<file path="src/rtl/path_ctrl_pkg.sv">
// Shared encodings for the path controller: FSM states, readback phases and node status codes.
package path_ctrl_pkg;

   localparam int unsigned STATUS_W = 2;

   localparam logic [STATUS_W-1:0] NODE_FREE = 2'b00;
   localparam logic [STATUS_W-1:0] NODE_OBST = 2'b01;

   typedef enum logic [2:0] {
      ST_IDLE,
      ST_INIT,
      ST_RECEIVE_DATA,
      ST_PATH,
      ST_SEND_DATA
   } state_t;

   typedef enum logic [1:0] {
      RB_IDLE,
      RB_RD,
      RB_WT,
      RB_EMIT
   } rb_phase_t;

endpackage

</file>
<file path="src/rtl/path_controller_if.sv">
// Request, obstacle, memory, core and path-stream signals between the controller and its environment.
interface path_controller_if #(parameter int unsigned NODE_WIDTH = 8);

   logic                                start;
   logic [NODE_WIDTH-1:0]               fonte;
   logic [NODE_WIDTH-1:0]               destino;
   logic [NODE_WIDTH-1:0]               obst_count;
   logic                                obst_valid;
   logic [NODE_WIDTH-1:0]               obst_data;
   logic                                obst_ready;
   logic                                mem_we;
   logic [NODE_WIDTH-1:0]               mem_addr;
   logic [path_ctrl_pkg::STATUS_W-1:0]  mem_wdata;
   logic                                core_start;
   logic [NODE_WIDTH-1:0]               core_src;
   logic [NODE_WIDTH-1:0]               core_dst;
   logic                                core_done;
   logic                                core_found;
   logic [NODE_WIDTH-1:0]               pred_addr;
   logic [NODE_WIDTH-1:0]               pred_rdata;
   logic                                path_valid;
   logic [NODE_WIDTH-1:0]               path_node;
   logic                                path_last;
   logic                                path_ready;
   logic                                busy;
   logic                                done;
   logic                                error;

   modport master (
      output start, fonte, destino, obst_count, obst_valid, obst_data,
             core_done, core_found, pred_rdata, path_ready,
      input  obst_ready, mem_we, mem_addr, mem_wdata, core_start, core_src, core_dst,
             pred_addr, path_valid, path_node, path_last, busy, done, error
   );

   modport slave (
      input  start, fonte, destino, obst_count, obst_valid, obst_data,
             core_done, core_found, pred_rdata, path_ready,
      output obst_ready, mem_we, mem_addr, mem_wdata, core_start, core_src, core_dst,
             pred_addr, path_valid, path_node, path_last, busy, done, error
   );

endinterface

</file>
<file path="src/rtl/path_readback.sv">
// Walks the predecessor memory from destination back to source, streaming one node per RD/WT/EMIT pass.
module path_readback
   import path_ctrl_pkg::*;
#(
   parameter int unsigned NODE_WIDTH = 8
) (
   input  logic                  clk,
   input  logic                  rst_n,
   input  logic                  start,
   input  logic [NODE_WIDTH-1:0] fonte,
   input  logic [NODE_WIDTH-1:0] destino,
   input  logic [NODE_WIDTH-1:0] pred_rdata,
   input  logic                  path_ready,
   output logic [NODE_WIDTH-1:0] pred_addr,
   output logic                  path_valid,
   output logic [NODE_WIDTH-1:0] path_node,
   output logic                  path_last,
   output logic                  fin_c,
   output logic                  fault_c
);

   localparam int unsigned NW = NODE_WIDTH;
   // Last step index whose successor would be the 2^NW-th node.
   localparam logic [NW-1:0] GUARD_STEP = {{(NW-1){1'b1}}, 1'b0};

   rb_phase_t     phase;
   logic [NW-1:0] cur;
   logic [NW-1:0] nxt;
   logic [NW-1:0] step;
   logic          hs_c;

   assign hs_c    = (phase == RB_EMIT) && path_ready;
   assign fin_c   = hs_c && path_last;
   assign fault_c = hs_c && !path_last && (step == GUARD_STEP) && (nxt != fonte);

   always_ff @(posedge clk or negedge rst_n) begin
      if (!rst_n) begin
         phase      <= RB_IDLE;
         cur        <= '0;
         nxt        <= '0;
         step       <= '0;
         pred_addr  <= '0;
         path_valid <= 1'b0;
         path_node  <= '0;
         path_last  <= 1'b0;
      end else begin
         case (phase)
            RB_IDLE: begin
               if (start) begin
                  cur       <= destino;
                  step      <= '0;
                  pred_addr <= destino;
                  if (destino == fonte) begin
                     path_valid <= 1'b1;
                     path_node  <= destino;
                     path_last  <= 1'b1;
                     phase      <= RB_EMIT;
                  end else begin
                     phase <= RB_RD;
                  end
               end
            end
            RB_RD: phase <= RB_WT;
            RB_WT: begin
               nxt        <= pred_rdata;
               path_valid <= 1'b1;
               path_node  <= cur;
               path_last  <= (cur == fonte);
               phase      <= RB_EMIT;
            end
            RB_EMIT: begin
               if (path_ready) begin
                  path_valid <= 1'b0;
                  path_last  <= 1'b0;
                  if (path_last || fault_c) begin
                     phase <= RB_IDLE;
                  end else begin
                     cur       <= nxt;
                     step      <= step + NW'(1);
                     pred_addr <= nxt;
                     phase     <= RB_RD;
                  end
               end
            end
            default: phase <= RB_IDLE;
         endcase
      end
   end

endmodule

</file>
<file path="src/rtl/path_controller.sv">
// Request sequencer: clears node status, loads obstacles, launches the core and streams the found path.
module path_controller
   import path_ctrl_pkg::*;
#(
   parameter int unsigned NODE_WIDTH = 8
) (
   input logic         clk,
   input logic         rst_n,
   path_controller_if.slave bus
);

   localparam int unsigned NW = NODE_WIDTH;
   localparam logic [NW-1:0] LAST_ADDR = '1;

   state_t              state;
   logic [NW-1:0]       fonte_q;
   logic [NW-1:0]       destino_q;
   logic [NW-1:0]       obst_cnt_q;
   logic [NW-1:0]       beat_cnt;
   logic                launched;
   logic                obst_ready_q;
   logic                mem_we_q;
   logic [NW-1:0]       mem_addr_q;
   logic [STATUS_W-1:0] mem_wdata_q;
   logic                core_start_q;
   logic                busy_q;
   logic                done_q;
   logic                error_q;
   logic                rb_start;
   logic                rb_fin_c;
   logic                rb_fault_c;

   assign bus.obst_ready = obst_ready_q;
   assign bus.mem_we     = mem_we_q;
   assign bus.mem_addr   = mem_addr_q;
   assign bus.mem_wdata  = mem_wdata_q;
   assign bus.core_start = core_start_q;
   assign bus.core_src   = fonte_q;
   assign bus.core_dst   = destino_q;
   assign bus.busy       = busy_q;
   assign bus.done       = done_q;
   assign bus.error      = error_q;

   always_ff @(posedge clk or negedge rst_n) begin
      if (!rst_n) begin
         state        <= ST_IDLE;
         fonte_q      <= '0;
         destino_q    <= '0;
         obst_cnt_q   <= '0;
         beat_cnt     <= '0;
         launched     <= 1'b0;
         obst_ready_q <= 1'b0;
         mem_we_q     <= 1'b0;
         mem_addr_q   <= '0;
         mem_wdata_q  <= NODE_FREE;
         core_start_q <= 1'b0;
         busy_q       <= 1'b0;
         done_q       <= 1'b0;
         error_q      <= 1'b0;
         rb_start     <= 1'b0;
      end else begin
         mem_we_q     <= 1'b0;
         core_start_q <= 1'b0;
         done_q       <= 1'b0;
         rb_start     <= 1'b0;
         case (state)
            ST_IDLE: begin
               if (bus.start) begin
                  fonte_q     <= bus.fonte;
                  destino_q   <= bus.destino;
                  obst_cnt_q  <= bus.obst_count;
                  error_q     <= 1'b0;
                  busy_q      <= 1'b1;
                  mem_we_q    <= 1'b1;
                  mem_addr_q  <= '0;
                  mem_wdata_q <= NODE_FREE;
                  state       <= ST_INIT;
               end
            end
            ST_INIT: begin
               if (mem_addr_q == LAST_ADDR) begin
                  beat_cnt <= '0;
                  if (obst_cnt_q != '0) begin
                     obst_ready_q <= 1'b1;
                     state        <= ST_RECEIVE_DATA;
                  end else begin
                     core_start_q <= 1'b1;
                     launched     <= 1'b1;
                     state        <= ST_PATH;
                  end
               end else begin
                  mem_we_q   <= 1'b1;
                  mem_addr_q <= mem_addr_q + NW'(1);
               end
            end
            ST_RECEIVE_DATA: begin
               // Endpoints stay free even if listed as obstacles.
               if (bus.obst_valid && obst_ready_q) begin
                  mem_we_q    <= (bus.obst_data != fonte_q) && (bus.obst_data != destino_q);
                  mem_addr_q  <= bus.obst_data;
                  mem_wdata_q <= NODE_OBST;
                  beat_cnt    <= beat_cnt + NW'(1);
                  if ((beat_cnt + NW'(1)) == obst_cnt_q) begin
                     obst_ready_q <= 1'b0;
                     launched     <= 1'b0;
                     state        <= ST_PATH;
                  end
               end
            end
            ST_PATH: begin
               // Launch waits one cycle after the final obstacle so its write lands first.
               if (!launched) begin
                  core_start_q <= 1'b1;
                  launched     <= 1'b1;
               end else if (bus.core_done) begin
                  if (bus.core_found) begin
                     rb_start <= 1'b1;
                     state    <= ST_SEND_DATA;
                  end else begin
                     error_q <= 1'b1;
                     done_q  <= 1'b1;
                     busy_q  <= 1'b0;
                     state   <= ST_IDLE;
                  end
               end
            end
            ST_SEND_DATA: begin
               if (rb_fin_c || rb_fault_c) begin
                  error_q <= rb_fault_c;
                  done_q  <= 1'b1;
                  busy_q  <= 1'b0;
                  state   <= ST_IDLE;
               end
            end
            default: state <= ST_IDLE;
         endcase
      end
   end

   path_readback #(.NODE_WIDTH(NW)) u_readback (
      .clk        (clk),
      .rst_n      (rst_n),
      .start      (rb_start),
      .fonte      (fonte_q),
      .destino    (destino_q),
      .pred_rdata (bus.pred_rdata),
      .path_ready (bus.path_ready),
      .pred_addr  (bus.pred_addr),
      .path_valid (bus.path_valid),
      .path_node  (bus.path_node),
      .path_last  (bus.path_last),
      .fin_c      (rb_fin_c),
      .fault_c    (rb_fault_c)
   );

endmodule

</file>
<file path="src/flat_wrapper.sv">
// flat-port wrapper written by rule: the top's interface ports become plain ports
module path_controller_flat import path_ctrl_pkg::*;
#(
   parameter int unsigned NODE_WIDTH = 8
)
  (clk, rst_n, bus_start, bus_fonte, bus_destino, bus_obst_count, bus_obst_valid, bus_obst_data, bus_core_done, bus_core_found, bus_pred_rdata, bus_path_ready, bus_obst_ready, bus_mem_we, bus_mem_addr, bus_mem_wdata, bus_core_start, bus_core_src, bus_core_dst, bus_pred_addr, bus_path_valid, bus_path_node, bus_path_last, bus_busy, bus_done, bus_error);
  path_controller_if #(.NODE_WIDTH(NODE_WIDTH)) bus_i ();
  input logic clk;
  input logic rst_n;
  input wire logic [$bits(bus_i.start)-1:0] bus_start;
  input wire logic [$bits(bus_i.fonte)-1:0] bus_fonte;
  input wire logic [$bits(bus_i.destino)-1:0] bus_destino;
  input wire logic [$bits(bus_i.obst_count)-1:0] bus_obst_count;
  input wire logic [$bits(bus_i.obst_valid)-1:0] bus_obst_valid;
  input wire logic [$bits(bus_i.obst_data)-1:0] bus_obst_data;
  input wire logic [$bits(bus_i.core_done)-1:0] bus_core_done;
  input wire logic [$bits(bus_i.core_found)-1:0] bus_core_found;
  input wire logic [$bits(bus_i.pred_rdata)-1:0] bus_pred_rdata;
  input wire logic [$bits(bus_i.path_ready)-1:0] bus_path_ready;
  output wire logic [$bits(bus_i.obst_ready)-1:0] bus_obst_ready;
  output wire logic [$bits(bus_i.mem_we)-1:0] bus_mem_we;
  output wire logic [$bits(bus_i.mem_addr)-1:0] bus_mem_addr;
  output wire logic [$bits(bus_i.mem_wdata)-1:0] bus_mem_wdata;
  output wire logic [$bits(bus_i.core_start)-1:0] bus_core_start;
  output wire logic [$bits(bus_i.core_src)-1:0] bus_core_src;
  output wire logic [$bits(bus_i.core_dst)-1:0] bus_core_dst;
  output wire logic [$bits(bus_i.pred_addr)-1:0] bus_pred_addr;
  output wire logic [$bits(bus_i.path_valid)-1:0] bus_path_valid;
  output wire logic [$bits(bus_i.path_node)-1:0] bus_path_node;
  output wire logic [$bits(bus_i.path_last)-1:0] bus_path_last;
  output wire logic [$bits(bus_i.busy)-1:0] bus_busy;
  output wire logic [$bits(bus_i.done)-1:0] bus_done;
  output wire logic [$bits(bus_i.error)-1:0] bus_error;
  assign bus_i.start = bus_start;
  assign bus_i.fonte = bus_fonte;
  assign bus_i.destino = bus_destino;
  assign bus_i.obst_count = bus_obst_count;
  assign bus_i.obst_valid = bus_obst_valid;
  assign bus_i.obst_data = bus_obst_data;
  assign bus_i.core_done = bus_core_done;
  assign bus_i.core_found = bus_core_found;
  assign bus_i.pred_rdata = bus_pred_rdata;
  assign bus_i.path_ready = bus_path_ready;
  assign bus_obst_ready = bus_i.obst_ready;
  assign bus_mem_we = bus_i.mem_we;
  assign bus_mem_addr = bus_i.mem_addr;
  assign bus_mem_wdata = bus_i.mem_wdata;
  assign bus_core_start = bus_i.core_start;
  assign bus_core_src = bus_i.core_src;
  assign bus_core_dst = bus_i.core_dst;
  assign bus_pred_addr = bus_i.pred_addr;
  assign bus_path_valid = bus_i.path_valid;
  assign bus_path_node = bus_i.path_node;
  assign bus_path_last = bus_i.path_last;
  assign bus_busy = bus_i.busy;
  assign bus_done = bus_i.done;
  assign bus_error = bus_i.error;
  path_controller #(.NODE_WIDTH(NODE_WIDTH)) u_core (.clk(clk), .rst_n(rst_n), .bus(bus_i));
endmodule
</file>
<file path="config.mk">
export PLATFORM = sky130hd
export DESIGN_NAME = path_controller_flat
export DESIGN_NICKNAME = d
export VERILOG_FILES = /design/src/rtl/path_ctrl_pkg.sv /design/src/rtl/path_controller_if.sv /design/src/rtl/path_readback.sv /design/src/rtl/path_controller.sv /design/src/flat_wrapper.sv
export SDC_FILE = /design/constraint.sdc
export NUM_CORES = 1
export LEC_CHECK = 0
export ABC_CLOCK_PERIOD_IN_PS = 4900
export CORE_MARGIN = 5
export CORE_UTILIZATION = 30
export CTS_CLUSTER_DIAMETER = 120
export DETAILED_ROUTE_END_ITERATION = 16
export GPL_TIMING_DRIVEN = 0
export PLACE_DENSITY = 0.61
export SLEW_MARGIN = 10
export SYNTH_ARGS = -nofsm -noshare
export SYNTH_HDL_FRONTEND = slang
export SYNTH_HIERARCHICAL = 1
export SYNTH_SLANG_ARGS = --single-unit
export TNS_END_PERCENT = 30
</file>
<file path="constraint.sdc">
create_clock -name clk -period 4.9 [get_ports clk]
set_input_delay 0.49 -clock clk [delete_from_list [all_inputs] [get_ports clk]]
set_output_delay 0.49 -clock clk [all_outputs]
set_load 0.005 [all_outputs]
</file>
# ---- Yosys cells after proc, flatten, opt, wreduce, memory -nomap -nowiden
# Cells that the tools add are included.
# Widths: inputs -> output; s select.
dict set report word_totals {
  regBits 89
  input_bits 47
  word_cells 166
}
dict set report classes {
  n_addsub 3
  n_eq_ne 30
  mux 78
  n_reduce_logical 33
}
# cell n
set ops {}
lappend ops {{$mux 8} 13}
lappend ops {{$pmux 8 s2} 4}
lappend ops {{$mux 1} 35}
lappend ops {{$add 8x1->8 const B} 3}
lappend ops {{$eq 8x8->1} 3}
lappend ops {{$mux 3} 8}
lappend ops {{$ne 8x8->1} 3}
lappend ops {{$pmux 8 s3} 1}
lappend ops {{$pmux 1 s3} 6}
lappend ops {{$eq 8x8->1 const B} 2}
lappend ops {{$ne 2x2->1 const B} 8}
lappend ops {{$pmux 3 s5} 1}
lappend ops {{$ne 2x1->1 const B} 7}
lappend ops {{$reduce_and 4->1} 3}
lappend ops {{$reduce_bool 3->1} 4}
lappend ops {{$mux 2} 5}
lappend ops {{$reduce_and 5->1} 2}
lappend ops {{$reduce_and 3->1} 3}
lappend ops {{$pmux 2 s4} 1}
lappend ops {{$reduce_bool 2->1} 4}
lappend ops {{$reduce_bool 8->1} 1}
lappend ops {{$logic_and 1x1->1} 7}
lappend ops {{$reduce_and 7->1} 1}
lappend ops {{$eq 3x2->1 const B} 2}
lappend ops {{12 further kinds} 17}

# ---- Longest topological paths before layout
dict set report logic_depth {
  word_depth 9
  ltp_mapped 10
  ltp_nobuf 9
}

# ---- Cells and area by module
# The synthesis kept the hierarchy.
# mod instances cells_each area_each_um2 seq_area_each_um2
set modules_own_cells {}
lappend modules_own_cells {path_controller 1 281 2795.2 1301.2}
lappend modules_own_cells {path_readback 1 227 2292.2 900.9}

# ---- Worst setup path before layout
# Ideal clock, no wire load.
dict set report synth_timing {
  path_type {register -> register}
  startpoint {register u_core.u_readback.phase[0]}
  endpoint {register u_core.busy_q (netlist: u_core/bus.busy)}
  setup_time_ns 0.118
  arrival_time_ns 2.315
  t_required_ns 4.782
  path_slack_ns 2.467
  path_stages_with_launch 11
  n_path_buf 2
  synth_period_minus_slack_ns 2.433
  cell_sequence {dfrtp_1 ha_1 buf_2 clkbuf_1 nand4_1 nor4_1 nor2_1 nand3_1 o21ai_0 or2_2 a21o_1}
}
dict set report synth_via {
  elab_chain_cells 8
}
# element line_no
set synth_rtl {}
lappend synth_rtl {{from (decl)} path_readback.sv:26} ;# rb_phase_t phase;
lappend synth_rtl {{from (signal assigned)} path_readback.sv:38} ;# phase <= RB_IDLE;
lappend synth_rtl {{from (signal assigned)} path_readback.sv:57} ;# phase <= RB_EMIT;
lappend synth_rtl {{from (signal assigned)} path_readback.sv:59} ;# phase <= RB_RD;
lappend synth_rtl {{$eq 2x2->1} path_readback.sv:32} ;# assign hs_c = (phase == RB_EMIT) && path_ready;
lappend synth_rtl {{$logic_and 1x1->1} path_readback.sv:32}
lappend synth_rtl {{$logic_and 1x1->1 (3 in series)} path_readback.sv:34} ;# assign fault_c = hs_c && !path_last && (step == GUARD_STEP) && (nxt != fonte);
lappend synth_rtl {{net u_core.rb_fault_c} path_controller.sv:31} ;# logic rb_fault_c;
lappend synth_rtl {{$logic_or 1x1->1} path_controller.sv:128} ;# if (rb_fin_c || rb_fault_c) begin
lappend synth_rtl {{$ne 2x1->1 (no source line)} --}
lappend synth_rtl {{$reduce_and 6->1 (no source line)} --}
lappend synth_rtl {{to (signal assigned)} path_controller.sv:57} ;# busy_q <= 1'b0;
lappend synth_rtl {{to (signal assigned)} path_controller.sv:122} ;# busy_q <= 1'b0;
lappend synth_rtl {{to (signal assigned)} path_controller.sv:131} ;# busy_q <= 1'b0;
lappend synth_rtl {{to (decl)} path_controller.sv:26} ;# logic busy_q;
# The timed path passes the listed nets, and every way through them passes these cells.
# A chain may end at the register's enable or synchronous reset.

# ---- Worst setup path after layout
dict set report layout_timing {
  startpoint {register u_core.u_readback.phase[1]}
  endpoint {register u_core.error_q (netlist: u_core/bus.error)}
}
dict set report layout_via {
  elab_chain_cells 8
}
# element line_no
set layout_rtl {}
lappend layout_rtl {{$eq 2x2->1 *} path_readback.sv:32}
lappend layout_rtl {{$logic_and 1x1->1 *} path_readback.sv:32}
lappend layout_rtl {{$logic_and 1x1->1 * (3 in series)} path_readback.sv:34}
lappend layout_rtl {{net u_core.rb_fault_c} path_controller.sv:31}
lappend layout_rtl {{$logic_or 1x1->1} path_controller.sv:128}
lappend layout_rtl {{$ne 2x1->1 (no source line)} --}
lappend layout_rtl {{$reduce_and 6->1 (no source line)} --}
lappend layout_rtl {{to (signal assigned)} path_controller.sv:129} ;# error_q <= rb_fault_c;
lappend layout_rtl {{to (decl)} path_controller.sv:28} ;# logic error_q;
# The timed path passes the listed nets; every way through them passes the cells marked *. The select of a mux whose other input is x is not followed.

==> out/qor.yml <==
status: "complete, no violations"
cts_hold_buf: 0
cts_tree: "yes"
boundaryPins: 97
tightest_slew_ns: 1.028
ys_top_cells_by_count: "dfrtp_1 (88), o21ai_0 (44), mux2_2 (40)"
path_clk_slew_ns: 0.07
syn_to_final_growth_pct: 30.67
vias: 4447
wl_per_cell_um: 17.97
cp.depth: 10
synth-warning-count: 6
slew_viol_final: 0
start_util: 0.3068
pwr_density_cell_nw_per_um2: 244.0
synth.distinct_cells: 66
yosys-top-cells-area: "dfrtp_1 (43%), mux2_2 (8.9%), xnor2_1 (5.7%), o21ai_0 (4.3%), xor2_1 (2.8%)"
clkLatencyLatePin_ns: 0.35
drt-pass1-iter-count: 5
cp_top_family: "simple AND/OR/NAND/NOR gates"
portBuffers: 95
drc: 0
drtIter0Drc: 420
n_fill_cell: 1626
cts_resized: 0
crit_fanout: 10
clkPwrFrac: 0.445
fin_crit_ns: 3.045
ys_seq_elements: 88
cts_setup_buffers: 0
finalHoldViolCount: 0
dp.cells: 824
gp_congestion: 0.8671
synth_area_leader_cell: "dfrtp_1"
switching_power_w: 0.0003775
seqPwrFrac: 0.470
syn_area_um2: 5087
async_flop_share: 1.000
comb_power_share: 0.084
crit_required_ns: 5.12
avgSynthCellArea_um2: 10.01
final-instance-count-excl-fill: 840
dieArea_um2: 19660
die_y_um: 140.2
p_int_w: 0.001244
worst_path_largest_cell_delay_ns: 0.45
grt_max_degree: 61
hpwl_um: 11270
grt_first_pass_wirelength_um: 24660
end_kind: "flip-flop"
antenna_found_initial: 0
ys.flop_type: "dfrtp_1"
core_area_um2: 16580
fin_crit_sh: 0.6215
cp.arrival_ns: 3.26
sw_frac_of_total: 0.2327
vdd_drop_max_uv: 172.3
design.final.nets: 669
grt_overflow_total: 0
crit_chain: "ha_1, buf_2, clkbuf_1, nand4_1, nor4_1, nor2_1, nand3_1, o21ai_0, a2111oi_0, a21oi_1"
htree_levels: 3
ctsLongestPathBuffers: 2
finalSetupTns_ns: 0
skew_ns: 0.009714
critPathKind: "reg -> reg"
setup_viol: 0
hold_path.class: "in -> async"
crit_start: "u_core/u_readback/phase[1]"
rsz0062_at_grt: "no"
rr_startpoint: "u_core/u_readback/phase[1]"
synth_edf_count: 0
rows: 47
first_global_vias: 4496
drive_above_1_share: 0.1210
cts_buffers: 9
synth_most_common_cell: "dfrtp_1"
synthCells: 508
grt_use_total: 0.1541
via_per_inst: 5.294
drv_cap: 0
clock-sinks: 88
die_x_um: 140.2
fmax_mhz: 328.4
max_slew_margin: 0.3128
rr_worst_depth: 10
wl_um: 15090
seq_area_frac_synth: 0.4329
synth.top_cell.area_share: 0.4329
cpMaxStageDelayCell: "a2111oi_0"
n_antenna_cell: 0
startpoint_type: "flip-flop"
power_leakage_nw: 2.699
postRouteAntennaNets: 0
cts_root_buf: "clkbuf_16"
path_buf_inv: 2
syn_nets: 562
==> layout make-up <==
| class | instances | area [um2] | area share |
|---|---|---|---|
| plain buffers | 23 | 113.9 | 0.01713 |
| repair buffers | 96 | 975.9 | 0.1468 |
| well taps | 220 | 275.3 | 0.04141 |
| inverters | 13 | 48.80 | 0.007340 |
| flip-flops and latches | 88 | 2202 | 0.3313 |
| multi-input cells | 384 | 2723 | 0.4096 |
| clock inverters | 4 | 52.55 | 0.007905 |
| clock buffers | 12 | 256.5 | 0.03858 |
==> worst paths after layout <==
| kind | slack (ns) | to |
|---|---|---|
| max | 1.85 | u_core/bus.error |
| max in group asynchronous | 4.19 | u_core/state[1] |
| min | 0.08 | u_core/bus.mem_addr[3] |
| min in group clk | 0.50 | u_core/beat_cnt[7] |
| min reg2reg | 0.50 | u_core/beat_cnt[7] |
| max reg2reg | 1.85 | u_core/bus.error |
==> sequential cells by signal, summed over array words and instances (netlist names) <==
name / count
u_core/bus.obst_ready: 1
u_core/u_readback/path_last: 1
u_core/launched: 1
u_core/bus.core_dst: 8
u_core/u_readback/phase: 2
u_core/bus.mem_addr: 8
u_core/bus.mem_wdata: 1
u_core/obst_cnt_q: 8
u_core/bus.mem_we: 1
u_core/bus.done: 1
u_core/bus.busy: 1
u_core/beat_cnt: 8
u_core/bus.core_src: 8
u_core/u_readback/cur: 8
u_core/u_readback/nxt: 8
u_core/bus.error: 1
u_core/bus.core_start: 1
u_core/u_readback/step: 8
u_core/rb_start: 1
u_core/u_readback/path_valid: 1
u_core/u_readback/path_node: 8
u_core/state: 3
==> cell usage in the layout (no fill, tap or decap), types with 3 or more instances in the layout <==
cell	instances
clkinvlp_4	3
inv_1	12
nand2_1	28
o22ai_1	3
dfrtp_1	88
nand4_1	10
and3_1	4
clkbuf_1	15
xnor2_1	33
ha_1	7
nand2b_1	15
o21ai_1	4
xor2_1	16
mux2_2	40
nand3_1	22
nand3b_1	5
nor2_1	29
or3_1	4
o211ai_1	5
nor3_1	7
mux2i_1	8
or4_1	3
buf_2	4
o221a_1	8
a21oi_1	18
clkbuf_16	9
clkdlybuf4s50_1	94
a21o_1	3
buf_4	3
nor4_1	8
o21a_1	4
o31ai_1	7
nor2b_1	6
o21ai_0	44
or2b_1	7
==> per-layer routing <==
layer | vias up | share of wire | global-route usage
met3 | 23 | 0.065 | 0.03681
met5 | - | 0 | 0
met4 | 0 | 0.016 | 0.03519
met1 | 2186 | 0.43 | 0.2048
met2 | 175 | 0.49 | 0.2550
li1 | 2063 | - | -
==> kinds of logic (layout without fill, tap and decap cells) <==
logic type	Yosys count	in the layout	synth area share
buffers and inverters	36	148	0.03197
other	1	1	0.0007371
adder cells (fa/ha/maj)	7	7	0.01722
multiplexers	48	48	0.1043
XOR/XNOR	50	50	0.08756
AO/OA/AOI/OAI	119	119	0.1532
flip-flops	88	88	0.4329
AND/OR/NAND/NOR	159	159	0.1722
==> power groups by stage <==
stage	Clock, W	Sequential [W]	Combinational, W
after floorplan	0	0.000768	0.0000503
after global placement	0	0.000777	0.000134
after detailed placement	0	0.000777	0.000139
after CTS	0.000738	0.000763	0.000139
after global routing	0.000770	0.000765	0.000151
final	0.000722	0.000763	0.000137
==> per-stage QoR <==
step | setup WS [ns] | hold slack, ns | utilization | power [W] | cell area (um2)
floorplan | 2.467 | 0.1944 | - | 0.0008183 | 5087
global placement | -0.06658 | 0.4680 | 0.3807 | 0.0009108 | 6314
detailed placement | 1.832 | 0.4621 | 0.3822 | 0.0009157 | 6339
CTS | 1.855 | 0.08198 | 0.4009 | 0.001640 | 6648
global route | 1.377 | 0.1024 | 0.4009 | 0.001686 | 6648
finish | 1.855 | 0.07771 | 0.4009 | 0.001622 | 6648
Power figures use the tool's default switching activity.
